**src/rtl/pipe_addsub.sv**
```systemverilog
// Pipelined WIDTH-bit adder/subtractor: one CW-bit carry chunk per stage, ready/valid on both sides.
// Define PIPE_ADDSUB_OVF_EN to build the signed-overflow flag; otherwise ovf is tied to 0.
module pipe_addsub #(
    parameter int WIDTH  = 32,
    parameter int STAGES = 4
) (
    input  logic             clk,
    input  logic             rst_n,
    input  logic             in_valid,
    output logic             in_ready,
    input  logic [WIDTH-1:0] a,
    input  logic [WIDTH-1:0] b,
    input  logic             ci,
    input  logic             sub,
    output logic             out_valid,
    input  logic             out_ready,
    output logic [WIDTH-1:0] s,
    output logic             co,
    output logic             ovf
);
    localparam int CW = WIDTH / STAGES;

    function automatic logic [CW:0] add_chunk(input logic [CW-1:0] x,
                                              input logic [CW-1:0] y,
                                              input logic          c);
        return {1'b0, x} + {1'b0, y} + {{CW{1'b0}}, c};
    endfunction

    logic             adv;
    logic [WIDTH-1:0] b_eff;

    // The whole pipe advances together; it only freezes when a finished result is refused.
    assign in_ready = !(out_valid && !out_ready);
    assign adv      = in_ready;
    assign b_eff    = sub ? ~b : b;

    for (genvar k = 0; k < STAGES; k++) begin : g_st
        localparam int DW = (k + 1) * CW;

        logic [CW-1:0] a_c;
        logic [CW-1:0] b_c;
        logic          c_in;
        logic          v_in;
        logic [CW:0]   sum;
        logic [DW-1:0] r_nxt;
        logic          vld_p;
        logic          c_p;
        logic [DW-1:0] r_p;

        if (k == 0) begin : g_src
            assign a_c   = a[CW-1:0];
            assign b_c   = b_eff[CW-1:0];
            assign c_in  = ci ^ sub;
            assign v_in  = in_valid;
            assign r_nxt = sum[CW-1:0];
        end else begin : g_src
            assign a_c   = g_st[k-1].g_skew.a_p[CW-1:0];
            assign b_c   = g_st[k-1].g_skew.b_p[CW-1:0];
            assign c_in  = g_st[k-1].c_p;
            assign v_in  = g_st[k-1].vld_p;
            assign r_nxt = {sum[CW-1:0], g_st[k-1].r_p};
        end

        assign sum = add_chunk(a_c, b_c, c_in);

        // stage k: chunk k resolved, lower result chunks accumulated
        always_ff @(posedge clk or negedge rst_n) begin
            if (!rst_n) begin
                vld_p <= 1'b0;
                c_p   <= 1'b0;
                r_p   <= '0;
            end else if (adv) begin
                vld_p <= v_in;
                c_p   <= sum[CW];
                r_p   <= r_nxt;
            end
        end

        // Operand chunks still waiting for their stage; shrinks by CW per stage.
        if (k < STAGES - 1) begin : g_skew
            localparam int UW = WIDTH - DW;

            logic [UW-1:0] a_up;
            logic [UW-1:0] b_up;
            logic [UW-1:0] a_p;
            logic [UW-1:0] b_p;

            if (k == 0) begin : g_up
                assign a_up = a[WIDTH-1:CW];
                assign b_up = b_eff[WIDTH-1:CW];
            end else begin : g_up
                assign a_up = g_st[k-1].g_skew.a_p[UW+CW-1:CW];
                assign b_up = g_st[k-1].g_skew.b_p[UW+CW-1:CW];
            end

            always_ff @(posedge clk or negedge rst_n) begin
                if (!rst_n) begin
                    a_p <= '0;
                    b_p <= '0;
                end else if (adv) begin
                    a_p <= a_up;
                    b_p <= b_up;
                end
            end
        end
    end

    // output stage: only real results overwrite s/co, so they hold across bubbles
    always_ff @(posedge clk or negedge rst_n) begin
        if (!rst_n) begin
            out_valid <= 1'b0;
            s         <= '0;
            co        <= 1'b0;
        end else if (adv) begin
            out_valid <= g_st[STAGES-1].vld_p;
            if (g_st[STAGES-1].vld_p) begin
                s  <= g_st[STAGES-1].r_p;
                co <= g_st[STAGES-1].c_p;
            end
        end
    end

`ifdef PIPE_ADDSUB_OVF_EN
    logic ovf_p;

    // Carry into the MSB equals a^b^s at that bit, so the top chunk needs no extra split.
    always_ff @(posedge clk or negedge rst_n) begin
        if (!rst_n) begin
            ovf_p <= 1'b0;
        end else if (adv) begin
            ovf_p <= g_st[STAGES-1].a_c[CW-1] ^ g_st[STAGES-1].b_c[CW-1]
                   ^ g_st[STAGES-1].sum[CW-1] ^ g_st[STAGES-1].sum[CW];
        end
    end

    always_ff @(posedge clk or negedge rst_n) begin
        if (!rst_n) begin
            ovf <= 1'b0;
        end else if (adv && g_st[STAGES-1].vld_p) begin
            ovf <= ovf_p;
        end
    end
`else
    assign ovf = 1'b0;
`endif

endmodule
```
**config.mk**
```make
export PLATFORM = sky130hd
export DESIGN_NAME = pipe_addsub
export DESIGN_NICKNAME = d
export VERILOG_FILES = /design/src/rtl/pipe_addsub.sv
export SDC_FILE = /design/constraint.sdc
export NUM_CORES = 1
export LEC_CHECK = 0
export CAP_MARGIN = 25
export CORE_MARGIN = 2
export CORE_UTILIZATION = 40
export CTS_CLUSTER_DIAMETER = 40
export DETAILED_ROUTE_END_ITERATION = 7
export PLACE_DENSITY = 0.7
export SYNTH_ARGS = -nofsm -noshare
export SYNTH_HDL_FRONTEND = slang
export SYNTH_SLANG_ARGS = --single-unit
```
**constraint.sdc**
```tcl
create_clock -name clk -period 3.35 [get_ports clk]
set_clock_uncertainty 0.2 [all_clocks]
set_input_delay 0.67 -clock clk [delete_from_list [all_inputs] [get_ports clk]]
set_output_delay 0.67 -clock clk [all_outputs]
set_load 0.02 [all_outputs]
```
==> flow_summary.toml, run 1 <==
[outcome]
status = "completed"

[clocking]
cts_root_buf = "clkbuf_16"
htree_levels = 1
cts_resized = 0
cts_tree = "yes"
max-clock-path-buffers = 3
cts_setup_buffers = 0
clk_pin_slew_ps = 60
cts_hold_buf = 1
cts_sinks = 218
cts_made_buffers = 27
clock_latency_ps = 500

[final_layout]
synthToLayoutAreaGrowth_pct = 23.85
nNetsFinal = 1186
fillerInstances = 2166
drive_gt1_share_pct = 5.551
num_antenna_cells = 0
stdcell_count = 1418

[power_and_ir_drop]
p_leak_nw = 5.645
power.density_nw_per_um2 = 971.2
vdd_ir_drop_max_mv = 0.5624
power_mw = 11.46

[placed_design]
routabilityCongestion = 0.8334
place_inst = 1369
port-buffer-count = 104
dpl.hpwl_um = 11820

[yosys]
yosysUniqueCellTypes = 36
synth-main-ff-cell = "dfrtp_1"
synth_area_leader_cell = "dfrtp_1"
synth_top_area_share_pct = 57.26
netlist_instances = 987
yosys_warnings = 0
netlist_area_sq_um = 9528
synth_common_cells = "444 x nand2_1, 218 x dfrtp_1, 55 x o21ai_1"
synth_edf_count = 0
netlist_top_cells_area = "dfrtp_1 57%, nand2_1 17%, ha_1 3.7%, mux2_1 3.5%, o21ai_1 2.9%"
ys_seq_elements = 218
synth.most_common_cell = "nand2_1"
asyncSetResetFlopFracSynth_pct = 100.0
avgSynthCellArea_sq_um = 9.653
syn_nets = 1093
yosysSeqAreaShare_pct = 57.26

[route]
dr_total_vias = 6559
wl_per_cell_um = 12.79
viasPerCell = 4.626
initialDrtViolationCount = 509
route.detailed.drc = 0
drt_wl_total_um = 18140
dr.pass1.iters = 4
ant_nets = 0

[critical_path]
reg2reg_from = "g_st[1].c_p"
endpoint_kind = "primary output"
crit_type = "in2out"
worstPathRequired_ps = 2480
rrSetupSlack_ps = 710
arrival_ps = 1990
r2r_cells = 7
crit_path_start_kind = "primary input"
reg2reg_to = "g_st[2].c_p"
critical_path.max_fanout = 3

[sta]
finalSetupTns_ps = 0
period_share_pct = 85.27
max_freq_mhz = 350.1
rsz0062_at_grt = "no"
slew_headroom_pct = 40.48
hold_violations = 0
drv_slew = 0
period_minus_slack_ps = 2856
tightest_slew_ps = 892.7
setup_viol = 0

[floorplan]
die_height_um = 158.3
start_util_pct = 40.71
chipWidth_um = 158.3
placementRows = 56
coreArea_sq_um = 23400
floorplan.die_area_sq_um = 25070
io-pin-count = 106

[hold_path]
hp-class = "reg2reg"
min_path_cells = 2
min_from = "g_st[3].r_p[21]"
min_to = "g_st[3].r_p[21]"

[global_route]
grt_start_max_net_pins = 221
overflow = 0
antenna_found_initial = 0
grt_use_total_pct = 14.95
grt_pass1_wl_um = 30530
grt_pass1_vias = 6203

[job]
drv_cap = 0
==> final cells by class <==
class | count | area [sq um] | share of cell area, %
Clock buffer | 32 | 704.4 | 5.970
Clock inverter | 16 | 219.0 | 1.856
Inverter | 10 | 40.04 | 0.3393
Multi-Input combinational cell | 711 | 3829 | 32.45
Sequential cell | 218 | 5455 | 46.23
Tap cell | 319 | 399.1 | 3.382
Timing Repair Buffer | 112 | 1154 | 9.776
==> placed cells by master (no fill, tap or decap), types with 5 or more instances in the layout <==
cell	instances
a211oi_1	9
a21o_1	6
a21oi_1	17
a31oi_1	5
clkbuf_16	27
clkdlybuf4s50_1	102
clkinv_4	5
dfrtp_1	218
fa_1	8
ha_1	28
inv_1	9
mux2_1	30
nand2_1	444
nor2_1	14
nor3_1	10
o21ai_0	6
o21ai_1	55
xnor2_1	27
xor2_1	22
==> worst max-delay path by stage <==
stage / start / to / slack [ps] / cells after the start
after floorplan: sub / g_st[0].r_p[6] / 170 / 11
after global placement: b[0] / g_st[0].c_p / 130 / 10
after detailed placement: b[0] / g_st[0].c_p / 80 / 10
after CTS: out_ready / in_ready / 470 / 4
after global routing: out_ready / in_ready / 440 / 4
final: out_ready / in_ready / 490 / 4
==> sequential cells by signal, indices dropped and copies added (netlist names) <==
register / flops
s: 32
co: 1
g_st.c_p: 4
g_st.vld_p: 4
g_st.g_skew.b_p: 48
g_st.g_skew.a_p: 48
out_valid: 1
g_st.r_p: 80
==> through the flow <==
stage / hold slack [ps] / util, % / instance area (sq um) / setup slack, ps
after floorplan: 174.4 / - / 9528 / 169.7
after global placement: 241.7 / 46.43 / 10870 / 126.8
after detailed placement: 248.3 / 46.43 / 10870 / 84.41
after CTS: 261.7 / 50.42 / 11800 / 467.1
after global routing: 272.5 / 50.42 / 11800 / 440.1
final: 256.4 / 50.42 / 11800 / 493.6
==> cell families after synthesis <==
family	synth area share [%]
DFF	57.26
xor gates and xnor gates	4.504
AOI/OAI and AO/OA	6.999
other	0.03936
muxes	3.900
adders and majority gates	5.358
and+or+nand+nor	19.33
buffers and inverters	2.613
==> power breakdown <==
group	leakage (nW)	internal [mW]	total, mW	switching, mW
registers	2.64	3.84	4.50	0.658
clock network	0.449	1.83	2.93	1.10
logic	2.56	1.78	4.03	2.25
==> layer usage <==
layer,vias up,share of wire [%],global-route usage (%)
met4,0,1.4,3.990
met2,97,46,23.62
met5,-,0,0
met3,21,3.7,1.932
li1,3375,-,-
met1,3066,49,21.89
==> worst max-delay path, stage by stage <==
cell,delay [ps]
clkdlybuf4s50_1,540
nor2b_4,80
inv_4,70
clkdlybuf4s50_1,630
(Power assumes the default switching activity.)
==> run 2: changes to the inputs <==
- CTS_BUF_LIST: not set -> sky130_fd_sc_hd__clkbuf_4
==> run 2 against run 1 <==
  * Combinational power about the same
  * Die area unchanged
  * Clock power decreased by 32%
  * Fmax increased by 0.35%
  * Critical path type unchanged
  * Largest cell class unchanged
==> flow_summary.toml, run 2 (synthesis results as in run 1) <==
[outcome]
status = "completed"

[critical_path]
critical_path.max_stage_delay_ps = 620
cpMaxStageDelayCell = "clkdlybuf4s50_1"
endpoint_kind = "primary output"
critPathLaunch = "out_ready"
reg2reg_from = "g_st[2].c_p"
worst-path-buf-inv = 3
critical_path.max_fanout = 3
reg2reg_to = "g_st[3].c_p"
rrSetupSlack_ps = 710
critPathTopFamily = "buffers and inverters"
crit_path_start_kind = "primary input"
crit_chain = "clkdlybuf4s50_1 > nor2b_4 > inv_4 > clkdlybuf4s50_1"
r2r_cells = 7
crit_type = "in2out"
arrival_ps = 1980
path_common_cell = "clkdlybuf4s50_1"
worstPathRequired_ps = 2480

[sta]
period_share_pct = 84.97
max_freq_mhz = 351.3
finalSetupTns_ps = 0
period_minus_slack_ps = 2846
drv_slew = 0
setup_viol = 0
hold_violations = 0
rsz0062_at_grt = "no"
tightest_slew_ps = 918.6
slew_headroom_pct = 38.76

[floorplan]
io-pin-count = 106
chipWidth_um = 158.3
coreArea_sq_um = 23400
start_util_pct = 40.71
die_height_um = 158.3
floorplan.die_area_sq_um = 25070
placementRows = 56

[global_route]
antenna_found_initial = 1
grt_use_total_pct = 15.10
grt_pass1_wl_um = 30570
overflow = 0
grt_pass1_vias = 6378
grt_start_max_net_pins = 221

[hold_path]
min_path_cells = 2
hp-class = "reg2reg"
min_to = "g_st[2].g_skew.a_p[3]"
min_from = "g_st[1].g_skew.a_p[11]"

[final_layout]
fillerInstances = 2234
final_cell_mix = "444 x nand2_1, 218 x dfrtp_1, 102 x clkdlybuf4s50_1"
reg_top3 = "g_st.r_p (80), g_st.g_skew.a_p (48), g_st.g_skew.b_p (48)"
largest-register = "g_st.r_p"
synthToLayoutAreaGrowth_pct = 20.59
final_cell_area_sq_um = 11490
multiInputGateArea_sq_um = 3829
mostFrequentLayoutCell = "nand2_1"
largest_reg_flops = 80
seq_area_sq_um = 5455
nNetsFinal = 1213
drive_gt1_share_pct = 8.260

[route]
highest_layer = "met4"
dr.pass1.iters = 4
viasPerCell = 4.578
wl_met2_um = 8319
route.detailed.drc = 0
drt_wl_total_um = 18190
initialDrtViolationCount = 404
wl_per_cell_um = 12.47
dr_total_vias = 6674
wl_met3_um = 746
routedLengthMet1_um = 8895
ant_nets = 0

[power_and_ir_drop]
power.density_nw_per_um2 = 913.8
p_leak_nw = 5.560
vdd_ir_drop_max_mv = 0.5680

[clocking]
clk_pin_slew_ps = 70
cts_root_buf = "clkbuf_4"
htree_levels = 2
cts_sinks = 218
cts_setup_buffers = 0
cts_resized = 0
clock_latency_ps = 660
cts_tree = "yes"
max-clock-path-buffers = 3
cts_made_buffers = 54

[job]
drv_cap = 0

[placed_design]
place_area_sq_um = 10870
routabilityCongestion = 0.8334
dpl.hpwl_um = 11820
port-buffer-count = 104
## run 2: changes by cell type in the layout (fill, tap and decap cells not counted), sizes merged
cell	previous run	this run
diode	0	1
bufinv	4	0
inv	14	11
clkinv	7	12
clkbuf	32	73
## run 2: routing by layer
| layer | track usage, % | up-vias |
|---|---|---|
| met1 | 21.25 | 3106 |
| li1 | - | 3448 |
| met4 | 4.976 | 0 |
| met2 | 23.48 | 100 |
| met3 | 3.185 | 20 |
| met5 | 0 | - |
## run 2: worst reg2reg max path, stage by stage, from the launching register on
cell,delay (ps)
dfrtp_1,410
fa_1,500
fa_1,420
a21oi_1,250
o21ai_1,140
o31a_1,270
o21ai_1,170
a31oi_1,100
## run 2: area by class of cell
cell class,instances,area share [%]
diodes,1,0.02178
clock buffers,73,4.770
inverters,10,0.3485
flip-flops and latches,218,47.48
repair buffers,112,10.04
well taps,319,3.474
multi-input cells,711,33.32
clock inverters,14,0.5445
## run 2: power breakdown
part           internal [mW]  switching (mW)  total, mW
combinational           1.78            2.23       4.01
clock                   1.00           0.990       1.99
sequential              3.84           0.656       4.49
## run 2: metrics by stage
step	setup slack, ps	utilization, %	instances	power (mW)	hold WS [ps]
6_report	503.5	49.10	1458	10.50	234.2
5_1_grt	452.9	49.10	1458	11.42	273.5
4_1_cts	476.2	49.09	1457	10.65	249.5
3_5_place_dp	84.41	46.43	1369	8.606	248.3
3_3_place_gp	126.8	46.43	1369	8.458	241.7
2_1_floorplan	169.7	-	987	7.302	174.4
## run 2: worst max-delay path by stage
stage                                end  slack [ps]  depth (start not counted)
after global routing            in_ready         450                          4
after floorplan           g_st[0].r_p[6]         170                         11
after global placement       g_st[0].c_p         130                         10
final                           in_ready         500                          4
after detailed placement     g_st[0].c_p          80                         10
after CTS                       in_ready         480                          4
## run 2: repair_timing
action,in CTS,in global routing
setup endpoints to repair,0,0
hold buffers,1,0
hold endpoints to repair,68,0
